`src/rtl/uart_transmitter.sv`:
```
// uart_transmitter: 8N1 UART serializer with a one-byte holding register and valid/ready input.
// Defining UART_TX_PARITY_EN adds an even-parity bit between the data bits and the stop bit.
module uart_transmitter #(
   parameter int CLK_FREQ   = 1000000,
   parameter int BAUD_RATE  = 9600,
   parameter int DIV_SAMPLE = 4
) (
   input  logic       clk,
   input  logic       rst_n,
   input  logic [7:0] tx_data,
   input  logic       tx_valid,
   output logic       tx_ready,
   output logic       txd,
   output logic       busy,
   output logic       tx_done
);
   localparam int BIT_CYCLES = (CLK_FREQ / (BAUD_RATE * DIV_SAMPLE)) * DIV_SAMPLE;
   localparam int CW = $clog2(BIT_CYCLES);
`ifdef UART_TX_PARITY_EN
   typedef enum logic [2:0] {IDLE, START, DATA, PARITY, STOP} state_t;
`else
   typedef enum logic [1:0] {IDLE, START, DATA, STOP} state_t;
`endif
   state_t state, state_n;
   logic [CW-1:0] cnt, cnt_n;
   logic [2:0] idx, idx_n;
   logic [7:0] shift, shift_n, hold;
   logic hold_full, load, txd_n, bit_end, hs;
   assign bit_end  = cnt == CW'(BIT_CYCLES - 1);
   assign tx_ready = !hold_full;
   assign hs       = tx_valid && tx_ready;
   assign busy     = state != IDLE;
   assign tx_done  = state == STOP && bit_end;
`ifdef UART_TX_PARITY_EN
   logic par;
   always_ff @(posedge clk or negedge rst_n)
      if (!rst_n) par <= 1'b0;
      else if (load) par <= ^hold;
`endif
   always_ff @(posedge clk or negedge rst_n)
      if (!rst_n) begin
         state     <= IDLE;
         cnt       <= '0;
         idx       <= '0;
         shift     <= '0;
         hold      <= '0;
         hold_full <= 1'b0;
         txd       <= 1'b1;
      end else begin
         state     <= state_n;
         cnt       <= cnt_n;
         idx       <= idx_n;
         shift     <= shift_n;
         txd       <= txd_n;
         hold      <= hs ? tx_data : hold;
         hold_full <= hs || (hold_full && !load);
      end
   // txd_n is the level of the next bit so txd itself stays a plain flop
   always_comb begin
      state_n = state;
      cnt_n   = cnt + CW'(1);
      idx_n   = idx;
      shift_n = shift;
      txd_n   = txd;
      load    = 1'b0;
      case (state)
         IDLE: begin
            cnt_n = '0;
            if (hold_full) begin
               state_n = START;
               load    = 1'b1;
               txd_n   = 1'b0;
            end
         end
         START: if (bit_end) begin
            state_n = DATA;
            cnt_n   = '0;
            idx_n   = '0;
            txd_n   = shift[0];
         end
         DATA: if (bit_end) begin
            cnt_n   = '0;
            shift_n = shift >> 1;
            idx_n   = idx + 3'd1;
            if (idx == 3'd7) begin
`ifdef UART_TX_PARITY_EN
               state_n = PARITY;
               txd_n   = par;
`else
               state_n = STOP;
               txd_n   = 1'b1;
`endif
            end else txd_n = shift[1];
         end
`ifdef UART_TX_PARITY_EN
         PARITY: if (bit_end) begin
            state_n = STOP;
            cnt_n   = '0;
            txd_n   = 1'b1;
         end
`endif
         STOP: if (bit_end) begin
            cnt_n   = '0;
            state_n = hold_full ? START : IDLE;
            load    = hold_full;
            txd_n   = !hold_full;
         end
         default: state_n = IDLE;
      endcase
      if (load) shift_n = hold;
   end
endmodule

```
`config.mk`:
```
export PLATFORM = sky130hd
export DESIGN_NAME = uart_transmitter
export DESIGN_NICKNAME = d
export VERILOG_FILES = /design/src/rtl/uart_transmitter.sv
export SDC_FILE = /design/constraint.sdc
export NUM_CORES = 1
export LEC_CHECK = 0
export ABC_AREA = 1
export ABC_CLOCK_PERIOD_IN_PS = 1800
export BUFFER_PORTS_ARGS = -buffer_cell sky130_fd_sc_hd__clkbuf_2
export CORE_MARGIN = 1
export CORE_UTILIZATION = 38
export DETAILED_ROUTE_END_ITERATION = 10
export GPL_TIMING_DRIVEN = 1
export PLACE_DENSITY = 0.55
export SYNTH_ARGS = -nofsm -noshare
export SYNTH_HDL_FRONTEND = slang
export SYNTH_SLANG_ARGS = --single-unit
```
`constraint.sdc`:
```
create_clock -name clk -period 1.8 [get_ports clk]
set_input_delay 0 -clock clk [delete_from_list [all_inputs] [get_ports clk]]
set_output_delay 0 -clock clk [all_outputs]
set_load 0.01 [all_outputs]
```
---- Yosys cells after proc, flatten, opt, wreduce, memory -nomap -nowiden ----
Cells that the tools add are included.
word-level totals
  output and inout bits ................... 4
  input port bits ......................... 11
  register bits ........................... 30
  logic and storage cells ................. 59
operators by class
  equality and inequality tests ........... 10
  mux-type cells .......................... 24
  reduce and logical (&&, ||, !) cells .... 16
  add/sub/neg operators ................... 2
operator list
  kind                                                  number
  two-way mux 8 bit                                     3
  one-hot mux 7 bit (2 select lines)                    1
  two-way mux 2 bit                                     5
  inequality test 2 bit (second input constant)         5
  two-way mux 1 bit                                     8
  one-hot mux 2 bit (4 select lines)                    1
  nonzero test 2 bit                                    4
  adder 7 x 1 -> 7 bit (second input constant)          1
  equality test 7 bit (second input constant)           1
  two-way mux 7 bit                                     1
  two-way mux 3 bit                                     2
  one-hot mux 3 bit (2 select lines)                    1
  AND reduction 5 bit                                   1
  equality test 2 bit (second input constant)           2
  one-hot mux 1 bit (4 select lines)                    1
  AND reduction 4 bit                                   1
  adder 3 x 1 -> 3 bit (second input constant)          1
  equality test 3 bit (second input constant)           1
  logical AND 1 bit                                     3
  AND reduction 3 bit                                   1
  OR reduction 3 bit                                    1
  equality test 2 x 1 -> 1 bit (second input constant)  1
  logical NOT 1 bit                                     2
  logical NOT 2 bit                                     1
  3 further kinds                                       3

---- Depth between registers and ports, before layout ----
Gate-level depths: netlist of run 1.
  word-level depth ........................ 6
  depth in mapped cells ................... 10
  depth with buffers taken out ............ 9

---- Worst setup path before layout of run 1 ----
OpenSTA, ideal clock, no wires.
  path type ............................... register -> register
  start ................................... register state[0]
  end ..................................... register shift[0]
  path slack .............................. 245 ps
  data required time ...................... 1,683 ps
  stages on the path, launching flop included .. 8
  setup time .............................. 117 ps
  period minus slack after synthesis ...... 1,555 ps
  buffers on the path ..................... 1
  arrival time ............................ 1,438 ps
  cell sequence ........................... dfrtp_1 -> inv_1 -> ha_1 -> nor2_2 -> nand2_4 -> buf_6 -> nand3_1 -> nand2_1
on the way
  word-level cells in the longest chain between the ends .. 4
  elaborated cells on any way between the ends .. 8
  classes of those cells .................. eq/ne (2); mux (2); reduce/logical (4)
RTL lines
  item                                                      line  text
  start, declared                                           24    state_t state, state_n;
  start signal, assigned                                    50    state <= state_n;
  equality test 2 bit or logical NOT 2 bit (tied branches)  66    case (state)
  one-hot mux 1 bit (2 select lines)                        66
  nonzero test 2 bit (no source line)                       -
  AND reduction 2 bit (no source line)                      -
  end signal, assigned                                      53    shift <= shift_n;
  end, declared                                             27    logic [7:0] shift, shift_n, hold;
Several ways; a longest one is shown, not always the timed one.
A chain may end at the register's enable or synchronous reset.

---- Worst setup path after layout of run 1 ----
  start ................................... register state[0]
  end ..................................... register state[0]
on the way
  word-level cells in the longest chain between the ends .. 3
  elaborated cells on any way between the ends .. 11
  classes of those cells .................. eq/ne (8); mux (1); reduce/logical (2)
RTL lines
  item                                         line
  equality test 2 bit (tied with other cells)  66
  inequality test 2 bit (no source line)       -
  AND reduction 5 bit (no source line)         -
Several ways; a longest one is shown, not always the timed one.

==> results of run 1 <==
cell usage after synthesis:
cell type	number
xor2_1	1
inv_2	1
nor2_1	14
nand2_2	3
o21ai_1	2
nor2_2	1
xnor2_1	1
mux2_2	1
or2_2	1
nand2_1	49
buf_6	1
a31o_2	1
dfstp_2	1
ha_1	8
nand3_1	19
buf_2	1
nor2_4	2
inv_1	20
dfrtp_1	29
a21oi_1	9
nand2_4	2
nand3_2	1
mux2i_1	1
nand4_1	3
nor3_1	1
nand3b_1	1
nor3b_1	1
o21ai_0	5
critical path: stages (launching register included):
cell and delay, ns:
dfrtp_1 0.42, inv_1 0.12, ha_1 0.23, inv_1 0.14
nand2_1 0.08, o21ai_1 0.25, nand3_1 0.14, nand2_1 0.08
nand2_1 0.05
how the worst max path moves through the flow:
stage | end | slack, ns | depth (start not counted) | startpoint
detailed placement | shift[5]$_DFFE_PN0P_ | 0.14 | 6 | state[0]$_DFFE_PN0P_
CTS | shift[5]$_DFFE_PN0P_ | 0.13 | 6 | state[0]$_DFFE_PN0P_
global route | state[0]$_DFFE_PN0P_ | 0.04 | 8 | state[0]$_DFFE_PN0P_
finish | state[0]$_DFFE_PN0P_ | 0.18 | 8 | state[0]$_DFFE_PN0P_
global placement | hold_full$_DFF_PN0_ | 0.21 | 6 | state[0]$_DFFE_PN0P_
floorplan | shift[0]$_DFFE_PN0P_ | 0.25 | 7 | state[0]$_DFFE_PN0P_
power groups by stage:
stage	clock [mW]	combinational, mW	sequential (mW)
after floorplan	0	0.0703	0.761
after global placement	0	0.113	0.764
after detailed placement	0	0.115	0.766
after CTS	0.584	0.131	0.753
after global routing	0.609	0.152	0.759
final	0.557	0.131	0.752
stage by stage:
stage | setup slack (ns) | area [µm²]
after floorplan | 0.245 | 1530
after global placement | 0.212 | 1650
after detailed placement | 0.139 | 1650
after CTS | 0.125 | 1830
after global routing | 0.0431 | 1840
final | 0.181 | 1840
cells by family after synthesis:
group | after synthesis
AOI/OAI and AO/OA | 17
xor gates and xnor gates | 2
adders and majority gates | 8
buffers and inverters | 23
DFF | 30
muxes | 2
and+or+nand+nor | 98
layout make-up:
class / instances / area, µm²
tap: 48 / 60.1
multi-input combinational: 127 / 689
inverter: 21 / 78.8
fill: 366 / 1930
clock buffer: 7 / 86.3
clock inverter: 1 / 5.00
timing repair buffer: 24 / 168
sequential: 30 / 752
layer usage:
layer | routed length (µm) | up-vias | track usage [%]
met5 | 0 | - | 0
met4 | 46 | 0 | 6.79
met3 | 120 | 5 | 4.69
met2 | 1370 | 24 | 26.7
met1 | 1450 | 566 | 20.4
li1 | - | 630 | -
flip-flops by register name, indices dropped and copies added, names as in the netlist:
name       count
hold           8
state          2
idx            3
shift          8
hold_full      1
txd            1
cnt            7
timing repair:
item	CTS	global route
resized for setup	0	1
endpoints found under the hold margin	37	0
endpoints found under the setup margin	0	1
hold buffers	9	0
==> flow_summary.json, run 1 <==
{
  "cts_max_level": 2,
  "grt_pass1_vias": 1234,
  "syn_area_um2": 1530,
  "synth_compound_area_share_pct": 5.80,
  "p_comb_share_pct": 9.1,
  "path_clk_slew_ns": 0.07,
  "p_switching_mw": 0.343,
  "grt_max_degree": 31,
  "whs_path_depth": 3,
  "muxShareOfSynthArea_pct": 1.39,
  "worstMarginPinSlew_ns": 0.737,
  "rsz0062_at_grt": "no",
  "r2r_end": "state[0]$_DFFE_PN0P_",
  "grt_antenna_before_repair": 0,
  "tns_ns": 0,
  "drv_slew": 0,
  "min_to": "hold_full$_DFF_PN0_",
  "finClkSkew_ns": 0.00579,
  "dp.cells": 241,
  "post-route-min-period_ns": 1.62,
  "mostFrequentLayoutCells": "nand2_1 (49), dfrtp_1 (29), inv_1 (20)",
  "p_int_mw": 1.10,
  "cp-end-kind": "register",
  "cts_root_buf": "clkbuf_8",
  "io_pins": 15,
  "ir_worst_vdd_mv": 0.588,
  "ys_seq_area_share_pct": 49.1,
  "grt-ovfl-total": 0,
  "dieWidth_um": 65.5,
  "synthAdderAreaFrac_pct": 6.54,
  "fp.coreArea_um2": 3770,
  "port_buffers": 14,
  "path_max_fanout": 5,
  "routedWlPerCell_um": 11.6,
  "grt_pass1_wl_um": 5280,
  "swShare_pct": 23.8,
  "clock_path_buffers": 2,
  "ys_seq_elements": 30,
  "die_h_um": 65.5,
  "die-area_um2": 4290,
  "synthTopCellsByArea": "dfrtp_1 (47%), nand2_1 (12%), ha_1 (6.5%), nand3_1 (6.2%), inv_1 (4.9%)",
  "worst_skew_pair.late_latency_ns": 0.28,
  "arrival_ns": 1.79,
  "hold_viol_final": 0,
  "drt-vias-per-instance": 4.75,
  "syn_area_per_cell_um2": 8.51,
  "fin_cells": 258,
  "max_freq_ghz": 0.618,
  "worst-setup-path-type": "reg2reg",
  "synth_cell_types": 28,
  "synth_top_family_by_area": "simple AND/OR/NAND/NOR gates",
  "initial_core_util_pct": 40.6,
  "drive_gt1_share_pct": 17.1,
  "worstPathRequired_ns": 1.97,
  "dp.final_hpwl_um": 2070,
  "seqPwrFrac_pct": 52.2,
  "yosys.area.top_type": "dfrtp_1",
  "r2r_slack_ns": 0.18,
  "ant_nets": 0,
  "power_mw": 1.44,
  "numCtsBuffers": 5,
  "min_path_type": "in2reg",
  "first_pass_iters": 4,
  "synth_cells": 180,
  "place.gp.congestion": 0.835,
  "whs_ns": 0.109,
  "final_common_cell": "nand2_1",
  "synth_top_area_share_pct": 47.4,
  "p_clk_share_pct": 38.7,
  "finalSetupViolCount": 0,
  "post-route-util_pct": 48.8,
  "clkSinkCount": 30,
  "n_antenna_cell": 0,
  "finalCritPeriodShare_pct": 89.9,
  "slew_headroom_pct": 50.9,
  "start_kind": "register",
  "dr.first_iter.drc_count": 37,
  "finalNetCount": 228,
  "ys_warn_count": 0,
  "route.detailed.drc": 0,
  "postCtsSetupBuffers": 0,
  "cts_tree": "done",
  "grtUsageTotal_pct": 16.4,
  "p_leak_nw": 0.948,
  "hold_start": "tx_valid",
  "max_cap_viol_count": 0,
  "dr_total_vias": 1225,
  "rows": 22,
  "r2r_start": "state[0]$_DFFE_PN0P_",
  "powerDensity_nw_per_um2": 783,
  "syn_nets": 199,
  "status": "complete, no violations",
  "yosys.area_share.simple_pct": 29.8,
  "synthXorXnorAreaFrac_pct": 1.14,
  "finalWirelength_um": 2990,
  "rr_worst_depth": 8,
  "area_growth_syn_to_layout_pct": 20.1
}
(Power assumes the default switching activity.)
==> run 2, diff against run 1 <==
--- a/config.mk
+++ b/config.mk
@@ -7,12 +7,12 @@
 export LEC_CHECK = 0
 export ABC_AREA = 1
 export ABC_CLOCK_PERIOD_IN_PS = 1800
-export BUFFER_PORTS_ARGS = -buffer_cell sky130_fd_sc_hd__clkbuf_2
 export CORE_MARGIN = 1
 export CORE_UTILIZATION = 38
 export DETAILED_ROUTE_END_ITERATION = 10
+export DONT_BUFFER_PORTS = 1
 export GPL_TIMING_DRIVEN = 1
-export PLACE_DENSITY = 0.55
+export PLACE_DENSITY = 0.52
 export SYNTH_ARGS = -nofsm -noshare
 export SYNTH_HDL_FRONTEND = slang
 export SYNTH_SLANG_ARGS = --single-unit
==> flow_summary.json, run 2 (synthesis gave the netlist of run 1 again) <==
{
  "fin_cells": 244,
  "finalSetupViolCount": 0,
  "worstMarginPinSlew_ns": 0.371,
  "routedWlPerCell_um": 12.0,
  "mostFrequentLayoutCells": "nand2_1 (49), dfrtp_1 (29), inv_1 (20)",
  "start_kind": "register",
  "tns_ns": 0,
  "grtUsageTotal_pct": 16.2,
  "worstPathRequired_ns": 1.96,
  "slew_headroom_pct": 75.2,
  "dp.cells": 227,
  "fill_cells": 366,
  "final_common_cell": "nand2_1",
  "ant_nets": 0,
  "crit_buf_inv": 1,
  "max_freq_ghz": 0.603,
  "ctsResizeCount": 0,
  "cts_root_buf": "clkbuf_8",
  "cts_tree": "done",
  "cp-end-kind": "register",
  "drive_gt1_share_pct": 11.7,
  "dr.first_iter.drc_count": 54,
  "cp_slowest_stage_delay_ns": 0.41,
  "arrival_ns": 1.82,
  "ir_worst_vdd_mv": 0.474,
  "crit_chain": "inv_1 -> ha_1 -> nor2_2 -> nand2_4 -> nand3_1 -> nand2_1",
  "min_path_type": "in2reg",
  "die-area_um2": 4290,
  "place.gp.congestion": 0.802,
  "dp.final_hpwl_um": 2050,
  "clock_path_buffers": 2,
  "rows": 22,
  "dieWidth_um": 65.5,
  "path_clk_slew_ns": 0.07,
  "postCtsHoldBufs": 10,
  "grt-ovfl-total": 0,
  "post-route-util_pct": 47.9,
  "cts_max_level": 2,
  "grt_antenna_before_repair": 0,
  "status": "complete, no violations",
  "powerDensity_nw_per_um2": 867,
  "worst_skew_pair.late_latency_ns": 0.27,
  "largestRegisters": "hold x8, shift x8, cnt x7",
  "area_growth_syn_to_layout_pct": 17.9,
  "finalNetCount": 215,
  "initial_core_util_pct": 40.6,
  "finClkSkew_ns": 0.00458,
  "route.detailed.drc": 0,
  "grt_pass1_vias": 1171,
  "n_antenna_cell": 0,
  "dr_total_vias": 1202,
  "p_leak_nw": 0.908,
  "numCtsBuffers": 5,
  "max_cap_viol_count": 0,
  "io_pins": 15,
  "finalWirelength_um": 2940,
  "drv_slew": 0,
  "grt_pass1_wl_um": 5150,
  "hold_viol_final": 0,
  "grt_max_degree": 31,
  "fp.coreArea_um2": 3770,
  "path_max_fanout": 16,
  "port_buffers": 0,
  "worst-setup-path-type": "reg2reg",
  "postCtsSetupBuffers": 0,
  "crit_slowest_cell": "dfrtp_1",
  "critPathTopFamily": "simple AND/OR/NAND/NOR gates",
  "post-route-min-period_ns": 1.66,
  "die_h_um": 65.5,
  "first_pass_iters": 4,
  "clkSinkCount": 30,
  "rsz0062_at_grt": "no",
  "finalCritPeriodShare_pct": 92.1,
  "drt-vias-per-instance": 4.93
}
-- run 2: cell count changes in the layout (fill, tap and decap cells not counted), sizes merged --
cell and change:
buf +1, clkbuf -15, bufinv +1, clkinv -1
-- run 2: worst reg2reg max path, stage by stage (launching register included) --
cell,delay (ns)
dfrtp_1,0.41
inv_1,0.11
ha_1,0.34
nor2_2,0.34
nand2_4,0.19
nand3_1,0.11
nand2_1,0.06
-- run 2: routing by layer --
| layer | GRT usage (%) | share of wire [%] |
|---|---|---|
| met1 | 21.8 | 49 |
| met2 | 24.0 | 46 |
| met3 | 5.03 | 3.5 |
| met4 | 7.07 | 1.4 |
| met5 | 0 | 0 |
-- run 2: layout make-up --
type | instances | area (µm²) | share of cell area (%)
clock buffers | 6 | 82.6 | 4.57
clock inverters | 1 | 30.0 | 1.66
inverters | 21 | 78.8 | 4.37
multi-input cells | 127 | 684 | 37.9
flip-flops and latches | 30 | 752 | 41.6
well taps | 48 | 60.1 | 3.33
repair buffers | 11 | 118 | 6.51
-- run 2: power by group --
| part | internal, mW | switching, mW |
|---|---|---|
| logic | 0.0504 | 0.0762 |
| registers | 0.735 | 0.0190 |
| clock network | 0.442 | 0.243 |
-- run 2: per-stage QoR --
step	hold WS, ns	area (µm²)	total power, mW	worst slack (ns)
floorplan	-0.296	1530	0.831	0.245
global placement	-0.295	1580	0.853	0.209
detailed placement	-0.294	1580	0.860	0.148
CTS	0.133	1810	1.58	0.147
global route	0.171	1810	1.64	0.00372
finish	0.128	1810	1.57	0.141
-- run 2: worst paths after layout --
check / startpoint / endpoint / slack, ns / cells after the start
worst min register to register: idx[0]$_DFFE_PN0P_ / idx[0]$_DFFE_PN0P_ / 0.48 / 1
worst max register to register: state[0]$_DFFE_PN0P_ / shift[1]$_DFFE_PN0P_ / 0.14 / 6
max in group asynchronous: rst_n / txd$_DFFE_PN1P_ / 1.39 / 2
worst max-delay path: state[0]$_DFFE_PN0P_ / shift[1]$_DFFE_PN0P_ / 0.14 / 6
min in group asynchronous: rst_n / idx[1]$_DFFE_PN0P_ / 0.17 / 2
worst min-delay path: tx_valid / hold[5]$_DFFE_PN0P_ / 0.13 / 2
